**src/rtl/peridot_pfc_pkg.sv**
```systemverilog
// Shared definitions for the PFC conduit responder.
// Holds command-word field positions, register offsets, pin and function
// codes, register reset values, and helpers that build the masks used to
// tie off unimplemented pins.
package peridot_pfc_pkg;

  // Command word layout: {wr, bank[1:0], reg[1:0], wdata[31:0]}
  localparam int CMD_W       = 37;
  localparam int CMD_WR      = 36;
  localparam int CMD_ADDR_HI = 35;
  localparam int CMD_ADDR_LO = 32;
  localparam int CMD_BANK_HI = 35;
  localparam int CMD_BANK_LO = 34;
  localparam int CMD_REG_HI  = 33;
  localparam int CMD_REG_LO  = 32;
  localparam int DATA_W      = 32;

  // Register offsets within a bank
  localparam logic [1:0] REG_DIN     = 2'd0;
  localparam logic [1:0] REG_DOUT    = 2'd1;
  localparam logic [1:0] REG_PINFUNC = 2'd2;
  localparam logic [1:0] REG_FUNCPIN = 2'd3;

  // Pin output codes (pinfunc nibbles)
  localparam logic [3:0] PFC_HIZ       = 4'h0;
  localparam logic [3:0] PFC_GPIO      = 4'h1;
  localparam logic [3:0] PFC_FUNC_BASE = 4'h8;

  // Function input codes (funcpin nibbles)
  localparam logic [3:0] PFC_CONST0 = 4'h8;
  localparam logic [3:0] PFC_CONST1 = 4'h9;

  // Reset values
  localparam logic [7:0]  DOUT_RST    = 8'h00;
  localparam logic [31:0] PINFUNC_RST = 32'h0000_0000;
  localparam logic [31:0] FUNCPIN_RST = 32'h8888_8888;

  // One bit set per implemented pin.
  function automatic logic [7:0] pin_mask(int count);
    logic [7:0] m;
    m = '0;
    for (int n = 0; n < 8; n++) begin
      if (n < count) m[n] = 1'b1;
    end
    return m;
  endfunction

  // One nibble set per implemented pin.
  function automatic logic [31:0] nib_mask(int count);
    logic [31:0] m;
    m = '0;
    for (int n = 0; n < 8; n++) begin
      if (n < count) m[4*n +: 4] = 4'hF;
    end
    return m;
  endfunction

endpackage

```
**src/rtl/peridot_pfc_pinmux.sv**
```systemverilog
// Per-pin output selector with its output register.
// Ports:
//   clk, rst_n          clock and synchronous active-low reset
//   code[3:0]           pinfunc nibble for this pin
//   dout                GPIO output level for this pin
//   func_out/func_oe    peripheral function outputs and enables 0..7
//   pin_out/pin_oe      registered pin level and enable
// ENABLE=0 marks an unimplemented pin whose outputs are held at 0.
module peridot_pfc_pinmux
  import peridot_pfc_pkg::*;
#(
  parameter bit ENABLE = 1'b1
) (
  input  logic       clk,
  input  logic       rst_n,
  input  logic [3:0] code,
  input  logic       dout,
  input  logic [7:0] func_out,
  input  logic [7:0] func_oe,
  output logic       pin_out,
  output logic       pin_oe
);

  logic out_d;
  logic oe_d;

  // Codes 0x0 and 0x2..0x7 are hi-Z; 0x1 is GPIO; 0x8..0xF select function c-8.
  always_comb begin
    out_d = 1'b0;
    oe_d  = 1'b0;
    if (code[3]) begin
      oe_d  = func_oe[code[2:0]];
      out_d = func_out[code[2:0]];
    end else if (code == PFC_GPIO) begin
      oe_d  = 1'b1;
      out_d = dout;
    end
  end

  // ---- output register stage ----
  always_ff @(posedge clk) begin
    if (!rst_n || !ENABLE) begin
      pin_out <= 1'b0;
      pin_oe  <= 1'b0;
    end else begin
      pin_out <= out_d;
      pin_oe  <= oe_d;
    end
  end

endmodule

```
**src/rtl/peridot_pfc_bank.sv**
```systemverilog
// PFC conduit responder for one 8-pin bank.
// Decodes the 37-bit command word, holds dout/pinfunc/funcpin, synchronises
// pin inputs, drives registered pin outputs/enables and routes pins to
// peripheral function inputs.
// Ports:
//   csi_clk, rsi_reset_n   clock and synchronous active-low reset
//   coe_pfc_cmd[36:0]      {wr, addr[3:0], wdata[31:0]}
//   coe_pfc_resp[31:0]     read data, 0 when this bank is not addressed
//   coe_pin_in[7:0]        asynchronous pin levels
//   coe_pin_out/oe[7:0]    registered pin levels and enables
//   func_out/func_oe[7:0]  peripheral function outputs and enables
//   func_in[7:0]           values routed to peripheral function inputs
module peridot_pfc_bank
  import peridot_pfc_pkg::*;
#(
  parameter int BANK_INDEX = 0,
  parameter int PIN_COUNT  = 8
) (
  input  logic              csi_clk,
  input  logic              rsi_reset_n,
  input  logic [CMD_W-1:0]  coe_pfc_cmd,
  output logic [DATA_W-1:0] coe_pfc_resp,
  input  logic [7:0]        coe_pin_in,
  output logic [7:0]        coe_pin_out,
  output logic [7:0]        coe_pin_oe,
  input  logic [7:0]        func_out,
  input  logic [7:0]        func_oe,
  output logic [7:0]        func_in
);

  localparam logic [7:0]  PIN_MASK = pin_mask(PIN_COUNT);
  localparam logic [31:0] NIB_MASK = nib_mask(PIN_COUNT);

  logic              wr;
  logic              sel;
  logic [1:0]        reg_sel;
  logic [DATA_W-1:0] wdata;
  logic [7:0]        wmask;

  logic [7:0]        dout;
  logic [31:0]       pinfunc;
  logic [31:0]       funcpin;
  logic [7:0]        din_p0;
  logic [7:0]        din_p1;
  logic [3:0]        fcode;

  assign wr      = coe_pfc_cmd[CMD_WR];
  assign sel     = (coe_pfc_cmd[CMD_BANK_HI:CMD_BANK_LO] == 2'(BANK_INDEX));
  assign reg_sel = coe_pfc_cmd[CMD_REG_HI:CMD_REG_LO];
  assign wdata   = coe_pfc_cmd[DATA_W-1:0];
  assign wmask   = wdata[15:8];

  // ---- register write stage ----
  // Unimplemented pins stay at their reset values through the masks.
  always_ff @(posedge csi_clk) begin
    if (!rsi_reset_n) begin
      dout    <= DOUT_RST;
      pinfunc <= PINFUNC_RST;
      funcpin <= FUNCPIN_RST;
    end else if (wr && sel) begin
      case (reg_sel)
        REG_DOUT:    dout    <= ((dout & ~wmask) | (wdata[7:0] & wmask)) & PIN_MASK;
        REG_PINFUNC: pinfunc <= wdata & NIB_MASK;
        REG_FUNCPIN: funcpin <= wdata;
        default:     ;
      endcase
    end
  end

  // ---- two-flop input synchroniser ----
  always_ff @(posedge csi_clk) begin
    if (!rsi_reset_n) begin
      din_p0 <= '0;
      din_p1 <= '0;
    end else begin
      din_p0 <= coe_pin_in & PIN_MASK;
      din_p1 <= din_p0;
    end
  end

  // Read mux; zero when not addressed so the bank responses can be ORed.
  always_comb begin
    coe_pfc_resp = '0;
    if (sel) begin
      case (reg_sel)
        REG_DIN:     coe_pfc_resp = {24'b0, din_p1};
        REG_DOUT:    coe_pfc_resp = {24'b0, dout};
        REG_PINFUNC: coe_pfc_resp = pinfunc;
        REG_FUNCPIN: coe_pfc_resp = funcpin;
        default:     coe_pfc_resp = '0;
      endcase
    end
  end

  // Function input mux: pin select when c[3]=0, else constant (1 only for 0x9).
  // Unimplemented pins read as 0 because din_p1 is masked.
  always_comb begin
    func_in = '0;
    fcode   = '0;
    for (int k = 0; k < 8; k++) begin
      fcode = funcpin[4*k +: 4];
      if (!fcode[3]) func_in[k] = din_p1[fcode[2:0]];
      else           func_in[k] = (fcode == PFC_CONST1);
    end
  end

  for (genvar n = 0; n < 8; n++) begin : g_pin
    peridot_pfc_pinmux #(
      .ENABLE (n < PIN_COUNT)
    ) u_pinmux (
      .clk      (csi_clk),
      .rst_n    (rsi_reset_n),
      .code     (pinfunc[4*n +: 4]),
      .dout     (dout[n]),
      .func_out (func_out),
      .func_oe  (func_oe),
      .pin_out  (coe_pin_out[n]),
      .pin_oe   (coe_pin_oe[n])
    );
  end

endmodule

```
**config.mk**
```make
export PLATFORM = sky130hd
export DESIGN_NAME = peridot_pfc_bank
export DESIGN_NICKNAME = d
export VERILOG_FILES = /design/src/rtl/peridot_pfc_pkg.sv /design/src/rtl/peridot_pfc_pinmux.sv /design/src/rtl/peridot_pfc_bank.sv
export SDC_FILE = /design/constraint.sdc
export NUM_CORES = 1
export LEC_CHECK = 0
export ABC_AREA = 1
export ABC_CLOCK_PERIOD_IN_PS = 1200
export CORE_ASPECT_RATIO = 0.7
export CORE_MARGIN = 2
export CORE_UTILIZATION = 54
export CTS_BUF_LIST = sky130_fd_sc_hd__clkbuf_4 sky130_fd_sc_hd__clkbuf_8
export CTS_CLUSTER_SIZE = 40
export DETAILED_ROUTE_END_ITERATION = 8
export PLACE_DENSITY = 0.87
export SETUP_SLACK_MARGIN = 0.2
export SLEW_MARGIN = 0
export SYNTH_ARGS = -nofsm -noshare
export SYNTH_HDL_FRONTEND = slang
export SYNTH_SLANG_ARGS = --single-unit
```
**constraint.sdc**
```tcl
create_clock -name csi_clk -period 1.2 [get_ports csi_clk]
set_input_delay 0.24 -clock csi_clk [delete_from_list [all_inputs] [get_ports csi_clk]]
set_output_delay 0.24 -clock csi_clk [all_outputs]
set_load 0.02 [all_outputs]
```
==> impl_metrics.env, run 1 <==
export IMPL_yosys_area_share_simple_pct=33.6
export IMPL_synth_top_area_share_pct=35.0
export IMPL_status="did not finish"
export IMPL_num_rows=32
export IMPL_synthMuxAreaShare_pct=0
export IMPL_syn_area_sq_mm=0.00596
export IMPL_start_util_pct=54.7
export IMPL_cts_root_buf="clkbuf_8"
export IMPL_htreeDepth=3
export IMPL_yosysWarnings=0
export IMPL_clock_path_buffers=2
export IMPL_synthTopCellsByArea="dfxtp_1 (35%), nand2_1 (17%), nand3_1 (13%)"
export IMPL_synth_top_area_cell="dfxtp_1"
export IMPL_hpwl_um=16700
export IMPL_syn_inst=942
export IMPL_ys_seq_area_share_pct=35.0
export IMPL_post_cts_buffers=30
export IMPL_synthXorXnorAreaFrac_pct=0
export IMPL_portBuffers=118
export IMPL_clock_sinks=104
export IMPL_cts_buffers=9
export IMPL_syn_area_per_cell_sq_um=6.32
export IMPL_gp_congestion=1.02
export IMPL_ios=119
export IMPL_synth_top_family_by_area="simple AND/OR/NAND/NOR gates"
export IMPL_die_h_um=91.9
export IMPL_stop_stage="clock tree synthesis"
export IMPL_ys_ff_latch=104
export IMPL_dieWidth_um=130
export IMPL_hold_buffers=0
export IMPL_syn_num_nets=1005
export IMPL_ctsResizeCount=801
export IMPL_post_synth_num_cell_types=22
export IMPL_synthAdderAreaFrac_pct=0
export IMPL_error="[ERROR DPL-0033] detailed placement checks failed during check placement."
export IMPL_synth_compound_area_share_pct=19.7
kinds of logic after synthesis:
kind of cell / Yosys count
buffers and inverters: 155
flip-flops: 104
AND/OR/NAND/NOR: 460
AO/OA/AOI/OAI: 223
cells in the mapped netlist (all sizes together):
cell / count
nand2: 265
nand3: 162
a21oi: 126
dfxtp: 104
inv: 86
o21ai: 81
buf: 32
clkbuf: 27
nor2: 18
clkinv: 10
a41oi: 8
nand4: 8
o2111ai: 8
nand3b: 7
stage by stage:
stage / setup TNS [ps] / worst slack (ps) / area [sq um] / std cells
floorplan: 0 / 52.8 / 6570 / 942
global placement: -101510 / -1260 / 8630 / 1275
detailed placement: -105520 / -1340 / 8630 / 1275
==> inputs of run 2 (changes only) <==
--- a/config.mk
+++ b/config.mk
@@ -7,14 +7,10 @@
 export LEC_CHECK = 0
 export ABC_AREA = 1
 export ABC_CLOCK_PERIOD_IN_PS = 1200
-export CORE_ASPECT_RATIO = 0.7
 export CORE_MARGIN = 2
-export CORE_UTILIZATION = 54
-export CTS_BUF_LIST = sky130_fd_sc_hd__clkbuf_4 sky130_fd_sc_hd__clkbuf_8
-export CTS_CLUSTER_SIZE = 40
+export CORE_UTILIZATION = 40
 export DETAILED_ROUTE_END_ITERATION = 8
-export PLACE_DENSITY = 0.87
-export SETUP_SLACK_MARGIN = 0.2
+export PLACE_DENSITY_LB_ADDON = 0.15
 export SLEW_MARGIN = 0
 export SYNTH_ARGS = -nofsm -noshare
 export SYNTH_HDL_FRONTEND = slang
==> impl_metrics.env, run 2 <==
export IMPL_status="finished with violations"
export IMPL_violations="setup timing"
export IMPL_clock_sinks=104
export IMPL_start_util_pct=41.0
export IMPL_layout_nets=1255
export IMPL_cts_buffers=9
export IMPL_via_count=8215
export IMPL_clk_pin_slew_ps=70
export IMPL_antenna_found_initial=0
export IMPL_p_switching_mw=2.58
export IMPL_min_path_type="in2reg"
export IMPL_period_share_pct=141
export IMPL_fin_cells=1380
export IMPL_met2_usage_pct=50.2
export IMPL_insertion_delay_ps=370
export IMPL_whs_endpoint="din_p1[4]"
export IMPL_setup_viol=77
export IMPL_seqPwrFrac_pct=41.8
export IMPL_finalWirelength_um=28800
export IMPL_worstMarginPinSlew_ps=417
export IMPL_post_synth_num_cell_types=22
export IMPL_clockPowerShare_pct=36.4
export IMPL_p_leak_nw=4.54
export IMPL_grt_busiest_layer="met2"
export IMPL_r2r_setup_slack_ps=-60
export IMPL_rr_startpoint="pinfunc[0]"
export IMPL_power_frac_comb_pct=21.8
export IMPL_drtIter0Drc=1204
export IMPL_ys_dominant_reg_cell="dfxtp_1"
export IMPL_dieArea_sq_mm=0.0159
export IMPL_vdd_drop_max_v=0.000717
export IMPL_grt_max_degree=49
export IMPL_slowest_delay_ps=380
export IMPL_syn_area_per_cell_sq_um=6.32
export IMPL_endpoint_kind="output port"
export IMPL_synthTopCellsByArea="dfxtp_1 (35%), nand2_1 (17%), nand3_1 (13%)"
export IMPL_drv_cap=0
export IMPL_final_hold_viol_count=0
export IMPL_ant_nets=0
export IMPL_ios=119
export IMPL_r2r_end="g_pin[0].u_pinmux.pin_out"
export IMPL_gp_congestion=0.924
export IMPL_overflow=0
export IMPL_syn_area_sq_mm=0.00596
export IMPL_grtUsageTotal_pct=32.0
export IMPL_power_mw=8.61
export IMPL_final_cell_mix="nand2_1 (212), nand3_1 (146), buf_4 (112)"
export IMPL_num_rows=44
export IMPL_cts_tree="done"
export IMPL_rsz0062_at_grt="true"
export IMPL_fin_skew_ps=19.7
export IMPL_clock_path_buffers=2
export IMPL_nFillCells=991
export IMPL_largestRegisters="funcpin x32, pinfunc x32"
export IMPL_maxSlewViolCount=0
export IMPL_min_from="rsi_reset_n"
export IMPL_yosysWarnings=0
export IMPL_startpoint_type="flop"
export IMPL_fmax_ghz=0.589
export IMPL_slew_headroom_pct=72.2
export IMPL_grt_pass1_vias=7250
export IMPL_design_core_area_sq_mm=0.0145
export IMPL_grt_met1_usage_pct=43.5
export IMPL_p_per_area_mw_per_mm2=792
export IMPL_cp_arrival_ps=1460
export IMPL_die_h_um=126
export IMPL_synth_top_area_share_pct=35.0
export IMPL_diodes=0
export IMPL_syn_num_nets=1005
export IMPL_gr_usage_met3_pct=6.75
export IMPL_post_drt_wl_per_cell_um=20.9
export IMPL_dieWidth_um=126
export IMPL_crit_chain="inv_8 -> a21oi_2 -> o21ai_2 -> nand3_1 -> nand3b_1 -> nand2_2 -> buf_6"
export IMPL_syn_inst=942
export IMPL_ys_seq_area_share_pct=35.0
export IMPL_r2r_cells=8
export IMPL_worst_slack_ps=-496
export IMPL_avgViaCountPerCell=5.95
export IMPL_final_common_cell="nand2_1"
export IMPL_syn_to_final_growth_pct=82.4
export IMPL_path_class="reg2out"
export IMPL_swShare_pct=30.0
export IMPL_portBuffers=118
export IMPL_synthTopCellsByCount="nand2_1 (265), nand3_1 (160), a21oi_1 (126)"
export IMPL_ys_ff_latch=104
export IMPL_crit_path_max_fanout=8
export IMPL_drc=0
export IMPL_cpMaxStageDelayCell="dfxtp_4"
export IMPL_required_ps=960
export IMPL_hpwl_um=17000
export IMPL_drive_gt1_share_pct=43.7
export IMPL_async_flop_share_pct=0
export IMPL_min_period_ps=1700
export IMPL_synth_edf_count=0
export IMPL_p_int_mw=6.03
export IMPL_dp_cells=1324
export IMPL_grt_pass1_wl_um=40000
export IMPL_synth_most_common_cell="nand2_1"
export IMPL_whs_path_depth=4
export IMPL_firstDrtPassIters=8
export IMPL_cts_root_buf="clkbuf_16"
export IMPL_htreeDepth=3
export IMPL_synth_top_area_cell="dfxtp_1"
-- run 2: worst max-delay path, delay by kind of cell (launching register included) --
kind                   cells  cell delay [ps]
DFF                        1              380
buffers and inverters      2              170
and+or+nand+nor            3              270
AOI/OAI and AO/OA          2              260
-- run 2: worst max-delay path by stage --
stage                          startpoint                to  slack, ps  cells after the start
after floorplan           coe_pfc_cmd[35]  coe_pfc_resp[10]        -20                      4
after global placement    coe_pfc_cmd[32]   coe_pfc_resp[5]      -1120                      6
after detailed placement  coe_pfc_cmd[32]   coe_pfc_resp[2]      -1150                      6
after CTS                       din_p1[7]        func_in[0]       -410                      7
after global routing            din_p1[7]        func_in[4]       -540                      7
final                           din_p1[7]        func_in[4]       -500                      7
-- run 2: per-stage QoR --
| step | hold WS [ps] | worst slack (ps) | utilization (%) | TNS [ps] | cell area [sq um] |
|---|---|---|---|---|---|
| 3_3_place_gp | 391 | -1120 | 59.4 | -87670 | 8630 |
| 6_report | 328 | -496 | 74.7 | -18310 | 10900 |
| 2_1_floorplan | 338 | -23.4 | - | -475 | 6350 |
| 3_5_place_dp | 397 | -1150 | 59.4 | -90560 | 8630 |
| 5_1_grt | 355 | -537 | 74.7 | -19980 | 10900 |
| 4_1_cts | 328 | -409 | 70.0 | -14760 | 10200 |
-- run 2: logic make-up after synthesis --
kind of cell | Yosys count | share of synthesized area [%]
AO/OA/AOI/OAI | 223 | 19.7
flip-flops | 104 | 35.0
AND/OR/NAND/NOR | 460 | 33.6
buffers and inverters | 155 | 11.7
-- run 2: layout make-up --
cell class	instances	area (sq um)	area share, %
inverters	96	442	4.07
multi-input cells	683	4440	40.8
clock buffers	11	243	2.23
well taps	184	230	2.12
clock inverters	4	55.1	0.507
repair buffers	298	3280	30.2
flip-flops and latches	104	2180	20.1
-- run 2: what timing repair did --
item / CTS / global route
cloned: 12 / 3
hold buffers: 0 / 0
setup buffers: 16 / 19
pin swaps: 56 / 35
endpoints found under the setup margin: 144 / 130
resized for setup: 610 / 156
-- run 2: power groups by stage --
stage / Sequential [mW] / Combinational, mW / Clock [mW]
final: 3.60 / 1.88 / 3.13
after global routing: 3.60 / 1.97 / 3.24
after CTS: 3.60 / 1.65 / 3.07
after detailed placement: 3.67 / 1.35 / 0
after global placement: 3.67 / 1.33 / 0
after floorplan: 3.66 / 0.647 / 0
-- run 2: routing by layer --
layer  share of wire [%]  routed length [um]
met4                 4.9                1400
met5                   0                   0
met3                  11                3180
met1                  39               11100
met2                  46               13100
No activity file was read; power rests on OpenSTA's default activity.
